--- config.mk ---
export PLATFORM = sky130hd
export DESIGN_NAME = drbg_sequence_extractor
export DESIGN_NICKNAME = d
export VERILOG_FILES = /design/src/rtl/drbg_seq_pkg.sv /design/src/rtl/drbg_crc8_serial.sv /design/src/rtl/drbg_sequence_extractor.sv
export SDC_FILE = /design/constraint.sdc
export NUM_CORES = 1
export LEC_CHECK = 0
export ABC_AREA = 1
export CELL_PAD_IN_SITES_DETAIL_PLACEMENT = 1
export CELL_PAD_IN_SITES_GLOBAL_PLACEMENT = 2
export CORE_MARGIN = 2
export CORE_UTILIZATION = 34
export DETAILED_ROUTE_END_ITERATION = 8
export GPL_ROUTABILITY_DRIVEN = 1
export MAX_ROUTING_LAYER = met4
export PLACE_DENSITY_LB_ADDON = 0.12
export SYNTH_ARGS = -nofsm -noshare
export SYNTH_HDL_FRONTEND = slang
export SYNTH_SLANG_ARGS = --single-unit
--- constraint.sdc ---
create_clock -name clk -period 3.05 [get_ports clk]
set_clock_uncertainty 0.2 [all_clocks]
set_input_delay 0.61 -clock clk [delete_from_list [all_inputs] [get_ports clk]]
set_output_delay 0.61 -clock clk [all_outputs]
set_load 0.01 [all_outputs]
--- src/rtl/drbg_seq_pkg.sv ---
// Shared types and constants for the DRBG sequence-line extractor.
// Holds the FSM encoding, frame field widths and the CRC-8 polynomial.
// No logic here beyond a small majority-vote helper.
package drbg_seq_pkg;

    // FSM state encodings
    localparam logic [1:0] ENC_IDLE        = 2'd0;
    localparam logic [1:0] ENC_COUNT_LINES = 2'd1;
    localparam logic [1:0] ENC_SAMPLING    = 2'd2;
    localparam logic [1:0] ENC_CHECK       = 2'd3;

    typedef enum logic [1:0] {
        ST_IDLE        = ENC_IDLE,
        ST_COUNT_LINES = ENC_COUNT_LINES,
        ST_SAMPLING    = ENC_SAMPLING,
        ST_CHECK       = ENC_CHECK
    } state_t;

    // Frame layout on the sequence line, MSB first
    localparam int FRAME_BITS    = 48;
    localparam int PREAMBLE_BITS = 8;
    localparam int SEQ_BITS      = 32;
    localparam int CRC_BITS      = 8;

    localparam logic [7:0] CRC8_POLY = 8'h07;

    // Width of the per-line sample index counter (saturating)
    localparam int SCNT_W = 16;

    // 2-of-3 majority vote
    function automatic logic maj3(input logic a, input logic b, input logic c);
        return (a & b) | (a & c) | (b & c);
    endfunction

endpackage

--- src/rtl/drbg_crc8_serial.sv ---
// Bit-serial CRC-8 (poly 0x07, MSB first, init 0) over the sequence field.
// Latency: result reflects a bit one cycle after en is asserted with it.
// No backpressure: consumes a bit on every cycle en is high; clear wins over en.
module drbg_crc8_serial
    import drbg_seq_pkg::*;
(
    input  logic       clk,
    input  logic       reset_n,
    input  logic       clear,
    input  logic       en,
    input  logic       din,
    output logic [7:0] crc
);

    logic [7:0] crc_q;
    logic [7:0] crc_d;
    logic       fb;

    // Next CRC value: shift left, fold in polynomial when feedback is set
    always_comb begin
        crc_d = crc_q;
        fb    = crc_q[7] ^ din;
        if (clear) begin
            crc_d = 8'h00;
        end else if (en) begin
            crc_d = {crc_q[6:0], 1'b0} ^ (fb ? CRC8_POLY : 8'h00);
        end
    end

    // CRC register
    always_ff @(posedge clk or negedge reset_n) begin
        if (!reset_n) begin
            crc_q <= 8'h00;
        end else begin
            crc_q <= crc_d;
        end
    end

    assign crc = crc_q;

endmodule

--- src/rtl/drbg_sequence_extractor.sv ---
// Finds the sequence line in vertical blanking, slices 48 bits, checks preamble/CRC-8.
// Latency: last bit decided at T, CHECK at T+1, outputs update at T+2.
// No backpressure: samples every sample_valid; DRBG_SEQ_EXTRACT_MAJORITY_EN selects 2-of-3 bit voting.
module drbg_sequence_extractor
    import drbg_seq_pkg::*;
#(
    parameter int         SEQ_LINE         = 14,
    parameter int         BIT_START_SAMPLE = 32,
    parameter int         SAMPLES_PER_BIT  = 8,
    parameter int         THRESHOLD        = 128,
    parameter logic [7:0] PREAMBLE         = 8'hA5
) (
    input  logic        clk,
    input  logic        reset_n,
    input  logic        frame_start,
    input  logic        line_start,
    input  logic        sample_valid,
    input  logic [7:0]  luma,
    output logic [31:0] sequence_external,
    output logic        sequence_external_valid,
    output logic        crc_error,
    output logic        sync_error,
    output logic [15:0] error_count
);

    state_t                  state_q,    state_d;
    logic [9:0]              line_cnt_q, line_cnt_d;
    logic [SCNT_W-1:0]       samp_cnt_q, samp_cnt_d;
    logic [5:0]              bit_cnt_q,  bit_cnt_d;
    logic [FRAME_BITS-1:0]   shreg_q,    shreg_d;
    logic [SEQ_BITS-1:0]     seq_q,      seq_d;
    logic                    vld_q,      vld_d;
    logic                    crc_err_q,  crc_err_d;
    logic                    sync_err_q, sync_err_d;
    logic [15:0]             err_cnt_q,  err_cnt_d;
`ifdef DRBG_SEQ_EXTRACT_MAJORITY_EN
    logic                    s_m1_q,     s_m1_d;
    logic                    s_c_q,      s_c_d;
`endif

    logic              crc_clr;
    logic              crc_en;
    logic              crc_din;
    logic [7:0]        crc_val;
    logic              slice;
    logic              dec;
    logic              dec_bit;
    logic              samp_ok;
    logic [SCNT_W-1:0] centre_idx;

    // Sample index of the centre of the bit cell currently being collected
    assign centre_idx = SCNT_W'(BIT_START_SAMPLE + SAMPLES_PER_BIT / 2)
                      + SCNT_W'(bit_cnt_q) * SCNT_W'(SAMPLES_PER_BIT);
    assign slice   = (luma >= 8'(THRESHOLD));
    assign samp_ok = sample_valid && !line_start && !frame_start
                     && (state_q == ST_SAMPLING);

    drbg_crc8_serial u_crc (
        .clk     (clk),
        .reset_n (reset_n),
        .clear   (crc_clr),
        .en      (crc_en),
        .din     (crc_din),
        .crc     (crc_val)
    );

    // Next-state logic: counters, bit decisions, FSM transitions and result registers
    always_comb begin
        state_d    = state_q;
        line_cnt_d = line_cnt_q;
        samp_cnt_d = samp_cnt_q;
        bit_cnt_d  = bit_cnt_q;
        shreg_d    = shreg_q;
        seq_d      = seq_q;
        vld_d      = vld_q;
        crc_err_d  = 1'b0;
        sync_err_d = 1'b0;
        err_cnt_d  = err_cnt_q;
        crc_clr    = 1'b0;
        crc_en     = 1'b0;
        crc_din    = 1'b0;
        dec        = 1'b0;
        dec_bit    = 1'b0;

        // Sample index within the line; saturates so it never aliases a bit position
        if (line_start) begin
            samp_cnt_d = '0;
        end else if (sample_valid && (samp_cnt_q != '1)) begin
            samp_cnt_d = samp_cnt_q + SCNT_W'(1);
        end

`ifdef DRBG_SEQ_EXTRACT_MAJORITY_EN
        s_m1_d = s_m1_q;
        s_c_d  = s_c_q;
        if (samp_ok && (samp_cnt_q == centre_idx - SCNT_W'(1))) s_m1_d = slice;
        if (samp_ok && (samp_cnt_q == centre_idx))              s_c_d  = slice;
        dec     = samp_ok && (samp_cnt_q == centre_idx + SCNT_W'(1));
        dec_bit = maj3(s_m1_q, s_c_q, slice);
`else
        dec     = samp_ok && (samp_cnt_q == centre_idx);
        dec_bit = slice;
`endif

        if (frame_start) begin
            // Field start overrides everything, including a same-cycle line_start
            state_d    = ST_COUNT_LINES;
            line_cnt_d = 10'd0;
            vld_d      = 1'b0;
        end else begin
            case (state_q)
                ST_IDLE: begin
                end
                ST_COUNT_LINES: begin
                    if (line_start) begin
                        if (line_cnt_q == 10'(SEQ_LINE)) begin
                            state_d   = ST_SAMPLING;
                            bit_cnt_d = 6'd0;
                            crc_clr   = 1'b1;
                        end else if (line_cnt_q != 10'h3FF) begin
                            line_cnt_d = line_cnt_q + 10'd1;
                        end
                    end
                end
                ST_SAMPLING: begin
                    if (line_start) begin
                        // Line ended before all 48 bits arrived
                        sync_err_d = 1'b1;
                        state_d    = ST_IDLE;
                    end else if (dec) begin
                        shreg_d = {shreg_q[FRAME_BITS-2:0], dec_bit};
                        crc_din = dec_bit;
                        crc_en  = (bit_cnt_q >= 6'(PREAMBLE_BITS))
                               && (bit_cnt_q <  6'(PREAMBLE_BITS + SEQ_BITS));
                        if (bit_cnt_q == 6'(FRAME_BITS - 1)) begin
                            state_d = ST_CHECK;
                        end else begin
                            bit_cnt_d = bit_cnt_q + 6'd1;
                        end
                    end
                end
                ST_CHECK: begin
                    state_d = ST_IDLE;
                    if (shreg_q[FRAME_BITS-1 -: PREAMBLE_BITS] != PREAMBLE) begin
                        sync_err_d = 1'b1;
                    end else if (crc_val != shreg_q[CRC_BITS-1:0]) begin
                        crc_err_d = 1'b1;
                    end else begin
                        seq_d = shreg_q[CRC_BITS +: SEQ_BITS];
                        vld_d = 1'b1;
                    end
                end
                default: state_d = ST_IDLE;
            endcase
        end

        // The two error sources come from different states, so at most one per cycle
        if ((crc_err_d || sync_err_d) && (err_cnt_q != 16'hFFFF)) begin
            err_cnt_d = err_cnt_q + 16'd1;
        end
    end

    // State and output registers
    always_ff @(posedge clk or negedge reset_n) begin
        if (!reset_n) begin
            state_q    <= ST_IDLE;
            line_cnt_q <= '0;
            samp_cnt_q <= '0;
            bit_cnt_q  <= '0;
            shreg_q    <= '0;
            seq_q      <= '0;
            vld_q      <= 1'b0;
            crc_err_q  <= 1'b0;
            sync_err_q <= 1'b0;
            err_cnt_q  <= '0;
`ifdef DRBG_SEQ_EXTRACT_MAJORITY_EN
            s_m1_q     <= 1'b0;
            s_c_q      <= 1'b0;
`endif
        end else begin
            state_q    <= state_d;
            line_cnt_q <= line_cnt_d;
            samp_cnt_q <= samp_cnt_d;
            bit_cnt_q  <= bit_cnt_d;
            shreg_q    <= shreg_d;
            seq_q      <= seq_d;
            vld_q      <= vld_d;
            crc_err_q  <= crc_err_d;
            sync_err_q <= sync_err_d;
            err_cnt_q  <= err_cnt_d;
`ifdef DRBG_SEQ_EXTRACT_MAJORITY_EN
            s_m1_q     <= s_m1_d;
            s_c_q      <= s_c_d;
`endif
        end
    end

    assign sequence_external       = seq_q;
    assign sequence_external_valid = vld_q;
    assign crc_error               = crc_err_q;
    assign sync_error              = sync_err_q;
    assign error_count             = err_cnt_q;

endmodule

==> flow_summary.toml, run 1 <==
[final_layout]
syn2layout_area_growth_pct = 22.30
fillers = 2304
instances_no_fill = 1180
layout-drive-gt1-share = 0.06230
nNetsFinal = 924
antennaDiodeCount = 0

[timing]
fin_crit_sh = 0.8274
slew_headroom = 0.5919
fmax_ghz = 0.3963
finalMaxSlewViolations = 0
whs_ps = 279.9
setup_viol = 0
hold_viol_final = 0
rsz0062_at_grt = "false"
finalSetupTns_ps = 0
min_period_ps = 2523
tightest_slew_ps = 607.6
worst_slack_ps = 526.6

[worst_setup_path]
cp.arrival_ps = 2640
r2r_end = "u_crc.crc[1]"
cp_max_fo = 7
crit_type = "flip-flop to flip-flop"
startpoint_type = "flip-flop"
r2r_cells = 16
cp_slowest_cell = "dfrtp_1"
cp_common_cell = "nand2_1"
required_ps = 3160
reg2reg_from = "bit_cnt_q[2]"
rrSetupSlack_ps = 530
max_stage_delay_ps = 510
cp_cell_sequence = "inv_2 -> ha_1 -> nand2_1 -> inv_1 -> nor2_1 -> nand2_1 -> nor2_1 -> nand2_1 -> nor2_2 -> nand2_4 -> inv_4 -> nand3_4 -> nand2_2 -> inv_1 -> nand2_1 -> nand2_1"
critPathCaptureType = "flip-flop"

[clock_network]
postCtsSetupBuffers = 0
cts-root-buf = "clkbuf_16"
numCtsBuffers = 17
cts.repair.resized = 0
cts.sinks = 141
cts_tree = "done"
h-tree-depth = 4
clk_pin_slew_worst_paths_ps = 60
clk_latency_ps = 420
ctsLongestPathBuffers = 2

[floorplan]
die_h_um = 144.7
ioPinCount = 64
start_util = 0.3456
dieArea_um2 = 20930
std_cell_rows = 51
core_region_area_um2 = 19460
fp.dieW_um = 144.7

[route]
routed.top_layer = "met4"
drt-total-wl_mm = 16.21
drt_first_pass_iters = 4
wl_met2_mm = 7.983
met3_length_um = 371
viasPerCell = 4.757
vias = 5613
drt-met1-wl_mm = 7.630
wl_per_cell_um = 13.73
detail-route-antenna-nets = 0
first_iter_violations = 206
drcViolationCount = 0

[yosys]
ys_ff_latch = 141
yosysWarnings = 0
synth_most_common_cell = "nand2_1"
yosysTopAreaCell = "dfrtp_1"
ys.flop_type = "dfrtp_1"
avgSynthCellArea_um2 = 8.056
synthTopCellsByArea = "dfrtp_1, nand2_1, nor2_1, inv_1, a21oi_1"
synth_top_area_share = 0.5246
netlist_area_um2 = 6726
async_reset_ff_frac = 1.000
synth_commonest_cells = "nand2_1, dfrtp_1, nor2_1, inv_1, a21oi_1"
synth_edf_count = 0
ys_seq_area_frac = 0.5246
synth_cell_types = 34
synth_cells = 835
syn-num-nets = 857

[grt]
grtUsageTotal = 0.1728
grt_pass1_vias = 5957
antenna_found_initial = 0
grt_max_degree = 87
grt_pass1_wl_mm = 28.01
grt_overflow = 0

[pwr]
peakVddDrop_v = 0.0003812
power_leakage_nw = 3.873
powerDensity_nw_per_um2 = 574.1
p_total_mw = 4.723

[placement]
dp_cells = 1147
globalplace.congestion = 0.8090
place_ws_ps = 154.1
port_buffers = 56
hpwl_mm = 11.62

[min_path]
worstHoldPathCells = 2
min_to = "sequence_external[10]"
hold_start = "sequence_external[10]"
hold_path_class = "flip-flop to flip-flop"

[status]
status = "finished, final reports clean"

[flow_run]
drv_cap = 0
==> final cells by class <==
cell class	count	area [um2]	share of cell area
clock buffer	19	452.9	0.05506
tap	265	331.6	0.04030
inverter	115	434.2	0.05278
clock inverter	13	132.6	0.01612
multi-input combinational	555	2638	0.3206
timing repair buffer	72	709.4	0.08624
sequential	141	3528	0.4289
==> layer usage <==
layer	track usage	up-vias
li1	-	2797
met1	0.2098	2731
met2	0.2933	62
met3	0.03060	23
met4	0.05672	0
met5	-	-
==> power breakdown <==
part / switching [mW] / leakage (nW) / internal, mW
Clock: 0.857 / 0.275 / 1.18
Combinational: 0.401 / 1.91 / 0.239
Sequential: 0.0967 / 1.69 / 1.95
Total: 1.35 / 3.87 / 3.37
==> registers in the layout, indices dropped and copies added, names as in the netlist <==
signal / count
state_q: 2
sequence_external_valid: 1
line_cnt_q: 10
bit_cnt_q: 6
u_crc.crc: 8
shreg_q: 48
sync_error: 1
crc_error: 1
sequence_external: 32
samp_cnt_q: 16
error_count: 16
==> worst max path at each step <==
| stage | endpoint | startpoint | cells after the start |
|---|---|---|---|
| 2_1_floorplan | u_crc.crc[1] | frame_start | 13 |
| 3_3_place_gp | u_crc.crc[1] | frame_start | 13 |
| 6_report | u_crc.crc[1] | bit_cnt_q[2] | 16 |
| 3_5_place_dp | u_crc.crc[1] | frame_start | 13 |
| 5_1_grt | u_crc.crc[1] | bit_cnt_q[2] | 16 |
| 4_1_cts | u_crc.crc[1] | bit_cnt_q[2] | 16 |
==> critical path: cells and delay by family (launching register included) <==
family	cells	cell delay [ps]
simple gates	11	1100
flops	1	510
fa+ha+maj	1	310
buf+inv	4	270
==> cells in the final DEF, fill, tap and decap left out, types with 2 or more instances in the layout <==
master           instances
a211oi_1                 2
a21oi_1                 63
buf_12                   2
buf_4                   13
clkbuf_16               17
clkbuf_8                 2
clkdlybuf4s50_1         55
clkinv_4                 4
clkinvlp_4               4
dfrtp_1                141
ha_1                     9
inv_1                  112
inv_6                    3
nand2_1                176
nand2_2                  2
nand3_1                 52
nand4_1                 15
nor2_1                 119
nor3_1                  22
nor4_1                   2
o21a_1                   2
o21ai_0                 54
o21bai_1                 2
o22ai_1                  5
xnor2_1                  7
xor2_1                  15
==> logic make-up (layout without fill, tap and decap cells) <==
group | count (synthesis) | after routing | synth area share
flip-flops | 141 | 141 | 0.5246
AO/OA/AOI/OAI | 131 | 131 | 0.1016
buffers and inverters | 139 | 219 | 0.08407
XOR/XNOR | 22 | 22 | 0.02865
AND/OR/NAND/NOR | 393 | 393 | 0.2444
adder cells (fa/ha/maj) | 9 | 9 | 0.01674
==> per-stage QoR <==
stage,utilization,instance area [um2]
finish,0.4227,8227
global route,0.4227,8227
CTS,0.4227,8227
detailed placement,0.3921,7631
global placement,0.3921,7631
floorplan,-,6726
==> repair_timing <==
action | CTS | global route
endpoints found under the setup margin | 0 | 0
hold buffers | 1 | 0
endpoints found under the hold margin | 44 | 0
(Power assumes the default switching activity.)
==> inputs of run 2 (changes only) <==
CORE_UTILIZATION = 31   (was 34)
clock period = 2.1 ns   (was 3.05 ns; I/O delays follow)
==> run 2 against run 1 <==
  * The run now ends with setup timing left
  * Power grew 51%
  * Fmax is 18% higher
  * Worst setup slack got worse by 570 ps
  * Critical path type unchanged
  * Sequential cell count unchanged
  * Register-to-register slack worse by 570 ps
  * Critical endpoint is now u_crc.crc[2]
  * Sequential share of layout area shrank 2.7 points
==> flow_summary.toml, run 2 (synthesis gave the netlist of run 1 again) <==
[pwr]
peakVddDrop_v = 0.0005350
power_leakage_nw = 4.162
powerDensity_nw_per_um2 = 812.7
p_total_mw = 7.153

[worst_setup_path]
crit_type = "flip-flop to flip-flop"
cp_common_cell = "nand2_1"
r2r_cells = 15
startpoint = "bit_cnt_q[3]"
critical_path_depth = 15
cp_num_buf_inv = 3
cp_cell_sequence = "ha_4 -> nand2_2 -> inv_2 -> nor2_2 -> nand2_1 -> nor2_1 -> nand2_1 -> nor2_4 -> nand2_4 -> clkinv_4 -> nand3_4 -> nand2_4 -> inv_2 -> nand2_1 -> nand2_1"
cp.arrival_ps = 2250
cp_top_family = "simple AND/OR/NAND/NOR gates"
cp_max_fo = 7
cp_slowest_cell = "dfrtp_2"
reg2reg_from = "bit_cnt_q[3]"
startpoint_type = "flip-flop"
required_ps = 2210
max_stage_delay_ps = 440
critPathCaptureType = "flip-flop"

[flow_run]
drv_cap = 0

[clock_network]
clk_pin_slew_worst_paths_ps = 70
cts_tree = "done"
numCtsBuffers = 17
clk_latency_ps = 420
ctsLongestPathBuffers = 2
cts-root-buf = "clkbuf_16"
h-tree-depth = 4
cts.sinks = 141

[timing]
setup_viol = 12
tightest_slew_ps = 349.8
min_period_ps = 2141
finalMaxSlewViolations = 0
fmax_ghz = 0.4671
fin_crit_sh = 1.019
hold_viol_final = 0
slew_headroom = 0.7668
rsz0062_at_grt = "true"
worst_slack_ps = -40.69

[final_layout]
layout-drive-gt1-share = 0.1498
layout_commonest_cell = "nand2_1"
syn2layout_area_growth_pct = 30.84
multi_input_comb_area_um2 = 2751
largest_reg_flops = 48
top_register = "shreg_q"
antennaDiodeCount = 0
nNetsFinal = 977
final_cell_area_um2 = 8801
fillers = 2505
seq_area_um2 = 3535
final_cell_mix = "nand2_1, dfrtp_1, inv_1"

[min_path]
hold_path_class = "input pin to async pin"

[floorplan]
std_cell_rows = 53
fp.dieW_um = 151.3
dieArea_um2 = 22890
start_util = 0.3180
die_h_um = 151.3
ioPinCount = 64
core_region_area_um2 = 21150

[status]
violations = "setup timing"
status = "complete, but fails checks"

[grt]
grt_pass1_vias = 6151
antenna_found_initial = 0
grt_overflow = 0
grt_pass1_wl_mm = 29.62
grt_max_degree = 66
grtUsageTotal = 0.1672

[placement]
globalplace.congestion = 0.8150
place_area_um2 = 8104
port_buffers = 56
place_ws_ps = -526.5
hpwl_mm = 12.68

[route]
drt-total-wl_mm = 17.34
drt_first_pass_iters = 4
drcViolationCount = 0
wl_per_cell_um = 13.95
first_iter_violations = 176
vias = 5775
detail-route-antenna-nets = 0
viasPerCell = 4.646
run 2: worst reg2reg max path, stage by stage (launching register included):
cell      delay, ps
dfrtp_2         440
ha_4            260
nand2_2          60
inv_2            30
nor2_2           70
nand2_1          50
nor2_1          110
nand2_1         100
nor2_4          130
nand2_4         110
clkinv_4         70
nand3_4         100
nand2_4         130
inv_2            50
nand2_1          50
nand2_1          50
run 2: worst paths after layout:
check | endpoint | slack [ps]
setup / recovery | u_crc.crc[2] | -40
hold / removal | shreg_q[29] | 260
setup reg to reg | u_crc.crc[2] | -40
hold reg to reg | sequence_external[16] | 280
max in group asynchronous | line_cnt_q[6] | 860
min in group clk | sequence_external[16] | 280
run 2: repair_timing:
item,CTS,global route
pin swaps,3,1
hold buffers,1,0
endpoints found under the setup margin,67,129
buffers inserted,1,0
hold endpoints to repair,31,0
resized for setup,9,32
run 2: cell type report:
cell class                      count  share of cell area
Clock buffer                       17             0.04834
Clock inverter                     15             0.01649
Inverter                          115             0.04962
Multi-Input combinational cell    555              0.3126
Sequential cell                   141              0.4016
Tap cell                          275             0.03910
Timing Repair Buffer              125              0.1322
run 2: per-layer routing:
metal  GRT usage  routed length, um  part of all wire  vias up
met1      0.2105               8321              0.48     2819
met5           -                  0                 0        -
met3     0.03223                350             0.020       15
li1            -                  -                 -     2898
met4     0.04626                162            0.0093        0
met2      0.2760               8507              0.49       43
run 2: stage by stage:
step | hold WS [ps] | TNS [ps] | util | cells
after global placement | 141.5 | -40440 | 0.3831 | 1209
after global routing | 267.8 | -8955 | 0.4160 | 1243
after detailed placement | 146.9 | -41340 | 0.3831 | 1209
after floorplan | -75.59 | -2.741 | - | 835
after CTS | 261.2 | -1773 | 0.4120 | 1243
final | 262.0 | -166.9 | 0.4160 | 1243
run 2: power breakdown:
group	switching, mW	internal, mW
registers	0.123	2.83
clock network	1.36	1.58
logic	0.700	0.562
total	2.18	4.97
==> inputs of run 3 (changes only) <==
HOLD_SLACK_MARGIN = 0.1   (was not set)
SYNTH_HIERARCHICAL = 1   (was not set)
==> run 3 against run 2 <==
  * Power down 12%
  * Clock power up 6.8%
  * First-iteration DRC count down 2.3%
  * Final cell count up 4.4%
  * Via count up 7.3%
  * Combinational power down 69%
  * Cell area up 7.0%
  * Worst hold slack worse by 42 ps
  * Sequential cell count unchanged
  * Non-clock buffer count up 27
  * Global-route usage up 0.69 points
  * Critical endpoint is now u_crc/crc[1]
  * The run still ends with setup timing left
==> flow_summary.toml, run 3 <==
[final_layout]
layout_commonest_cell = "nand2_1"
layout-drive-gt1-share = 0.2053
largest_reg_flops = 48
top_register = "shreg_q"
fillers = 2580
nNetsFinal = 1027
syn2layout_area_growth_pct = 34.95
antennaDiodeCount = 0
final_cell_mix = "nand2_1, dfrtp_1, inv_1"

[worst_setup_path]
critPathCaptureType = "flip-flop"
cp.arrival_ps = 2350
startpoint = "bit_cnt_q[3]"
cp_slowest_cell = "dfrtp_2"
reg2reg_from = "bit_cnt_q[3]"
cp_top_family = "simple AND/OR/NAND/NOR gates"
cp_cell_sequence = "ha_4 -> inv_2 -> nand2_2 -> nand2_4 -> nor2_4 -> nand2_2 -> nor2_4 -> nand3_4 -> nor2_2 -> inv_1 -> nand2_1 -> nand3_1 -> nand3_2 -> nand2_1"
cp_num_buf_inv = 2
crit_type = "flip-flop to flip-flop"
startpoint_type = "flip-flop"
critical_path_depth = 14
max_stage_delay_ps = 450
r2r_cells = 14
required_ps = 2210
cp_max_fo = 4

[timing]
fmax_ghz = 0.4469
fin_crit_sh = 1.066
min_period_ps = 2238
rsz0062_at_grt = "true"
hold_viol_final = 0
tightest_slew_ps = 359.3
whs_ps = 219.9
setup_viol = 56
slew_headroom = 0.7605
finalMaxSlewViolations = 0
worst_slack_ps = -137.7

[clock_network]
ctsLongestPathBuffers = 2
cts_tree = "done"
cts-root-buf = "clkbuf_16"
h-tree-depth = 4
cts.sinks = 141
clk_pin_slew_worst_paths_ps = 70
numCtsBuffers = 17
clk_latency_ps = 430

[grt]
antenna_found_initial = 0
grtUsageTotal = 0.1742
grt_pass1_wl_mm = 32.62
grt_overflow = 0
grt_pass1_vias = 6646
grt_max_degree = 65

[yosys]
netlist_area_um2 = 6977
yosysTopAreaCell = "dfrtp_1"
ys.flop_type = "dfrtp_1"
synth_commonest_cells = "nand2_1, dfrtp_1, inv_1, o21ai_0, nor2_1"
async_reset_ff_frac = 1.000
synth_top_area_share = 0.5057
syn-num-nets = 884
ys_ff_latch = 141
synth_cell_types = 37
avgSynthCellArea_um2 = 8.094
synth_most_common_cell = "nand2_1"
synthTopCellsByArea = "dfrtp_1, nand2_1, inv_1, o21ai_0, nand3_1"
synth_cells = 862
ys_seq_area_frac = 0.5057
synth_edf_count = 0
yosysWarnings = 6

[floorplan]
dieArea_um2 = 23720
start_util = 0.3177
core_region_area_um2 = 21960
die_h_um = 154.0
fp.dieW_um = 154.0
std_cell_rows = 54
ioPinCount = 64

[status]
status = "complete, but fails checks"
violations = "setup timing"

[pwr]
pwr-share-clk = 0.496
p_total_mw = 6.328
power_leakage_nw = 4.316
power_frac_seq = 0.442
p_sw_mw = 1.686
peakVddDrop_v = 0.0004786
power_switching_share = 0.2664
powerDensity_nw_per_um2 = 672.1
intPower_mw = 4.642
combPwrFrac = 0.062

[route]
viasPerCell = 4.775
detail-route-antenna-nets = 0
first_iter_violations = 172
drcViolationCount = 0
drt_first_pass_iters = 4
drt-total-wl_mm = 19.09
wl_per_cell_um = 14.71
vias = 6198

[flow_run]
drv_cap = 0

[placement]
hpwl_mm = 13.81
port_buffers = 56
globalplace.congestion = 0.8667

[min_path]
hold_path_class = "input pin to async pin"
run 3: cell types whose count changed in the layout (fill, tap and decap cells not counted), sizes merged, moves of 3 or more:
cell	previous run	this run
clkdlybuf4s50	54	51
nand2	179	241
nor2	120	65
o21ai	55	101
a21oi	64	11
inv	123	119
xnor2	7	13
nand4	15	23
buf	69	95
o31ai	1	5
run 3: through the flow:
stage | cell area, um2 | setup slack, ps | TNS [ps] | instances | util
finish | 9415 | -137.7 | -2486 | 1298 | 0.4288
global route | 9415 | -286.5 | -10630 | 1298 | 0.4288
global placement | 8439 | -332.7 | -23150 | 1254 | 0.3843
floorplan | 7018 | -83.95 | -619.8 | 862 | -
CTS | 9146 | -142.2 | -3503 | 1289 | 0.4165
detailed placement | 8439 | -429.8 | -28030 | 1254 | 0.3843
run 3: final timing paths:
| path | to | slack [ps] |
|---|---|---|
| worst max-delay path | u_crc/crc[1] | -140 |
| worst min-delay path | sequence_external[10] | 220 |
| worst max register to register | u_crc/crc[1] | -140 |
| worst min register to register | shreg_q[33] | 280 |
| max in group asynchronous | error_count[15] | 800 |
| min in group clk | shreg_q[33] | 280 |
run 3: area by class of cell:
class	instances	area [um2]	share of cell area
Inverter	113	427.9	0.04545
Timing Repair Buffer	152	1370	0.1455
Clock buffer	17	425.4	0.04518
Clock inverter	15	198.9	0.02113
Tap cell	280	350.3	0.03721
Sequential cell	141	3537	0.3757
Multi-Input combinational cell	580	3105	0.3298
run 3: repair_timing:
item	CTS	global route
endpoints found under the setup margin	61	104
hold endpoints to repair	141	0
gates resized for setup	22	60
pin swaps	11	8
cloned	0	1
buffers inserted	2	8
hold buffers	1	0
run 3: logic make-up (layout without fill, tap and decap cells):
group,after synthesis,count (layout),share of synthesized area
simple gates,416,416,0.2579
flops,141,141,0.5057
buf+inv,141,297,0.08537
compound gates,126,126,0.09846
xor+xnor,29,29,0.03641
fa+ha+maj,9,9,0.01614
run 3: metal layers:
layer	track usage	vias up	part of all wire
met5	-	-	0
li1	-	3041	-
met3	0.02678	23	0.021
met4	0.06008	0	0.016
met1	0.2145	3050	0.46
met2	0.2923	84	0.51
run 3: power by group through the flow:
| stage | registers (mW) | logic, mW | clock network (mW) |
|---|---|---|---|
| after global placement | 2.84 | 0.376 | 0 |
| final | 2.80 | 0.392 | 3.14 |
| after detailed placement | 2.85 | 0.390 | 0 |
| after floorplan | 2.85 | 0.137 | 0 |
| after CTS | 2.79 | 0.395 | 3.23 |
| after global routing | 2.80 | 0.441 | 3.35 |
run 3: worst register-to-register path: stages, from the launching register on:
cell	delay, ps
dfrtp_2	450
ha_4	290
inv_2	30
nand2_2	70
nand2_4	60
nor2_4	110
nand2_2	60
nor2_4	110
nand3_4	120
nor2_2	150
inv_1	80
nand2_1	120
nand3_1	110
nand3_2	90
nand2_1	60
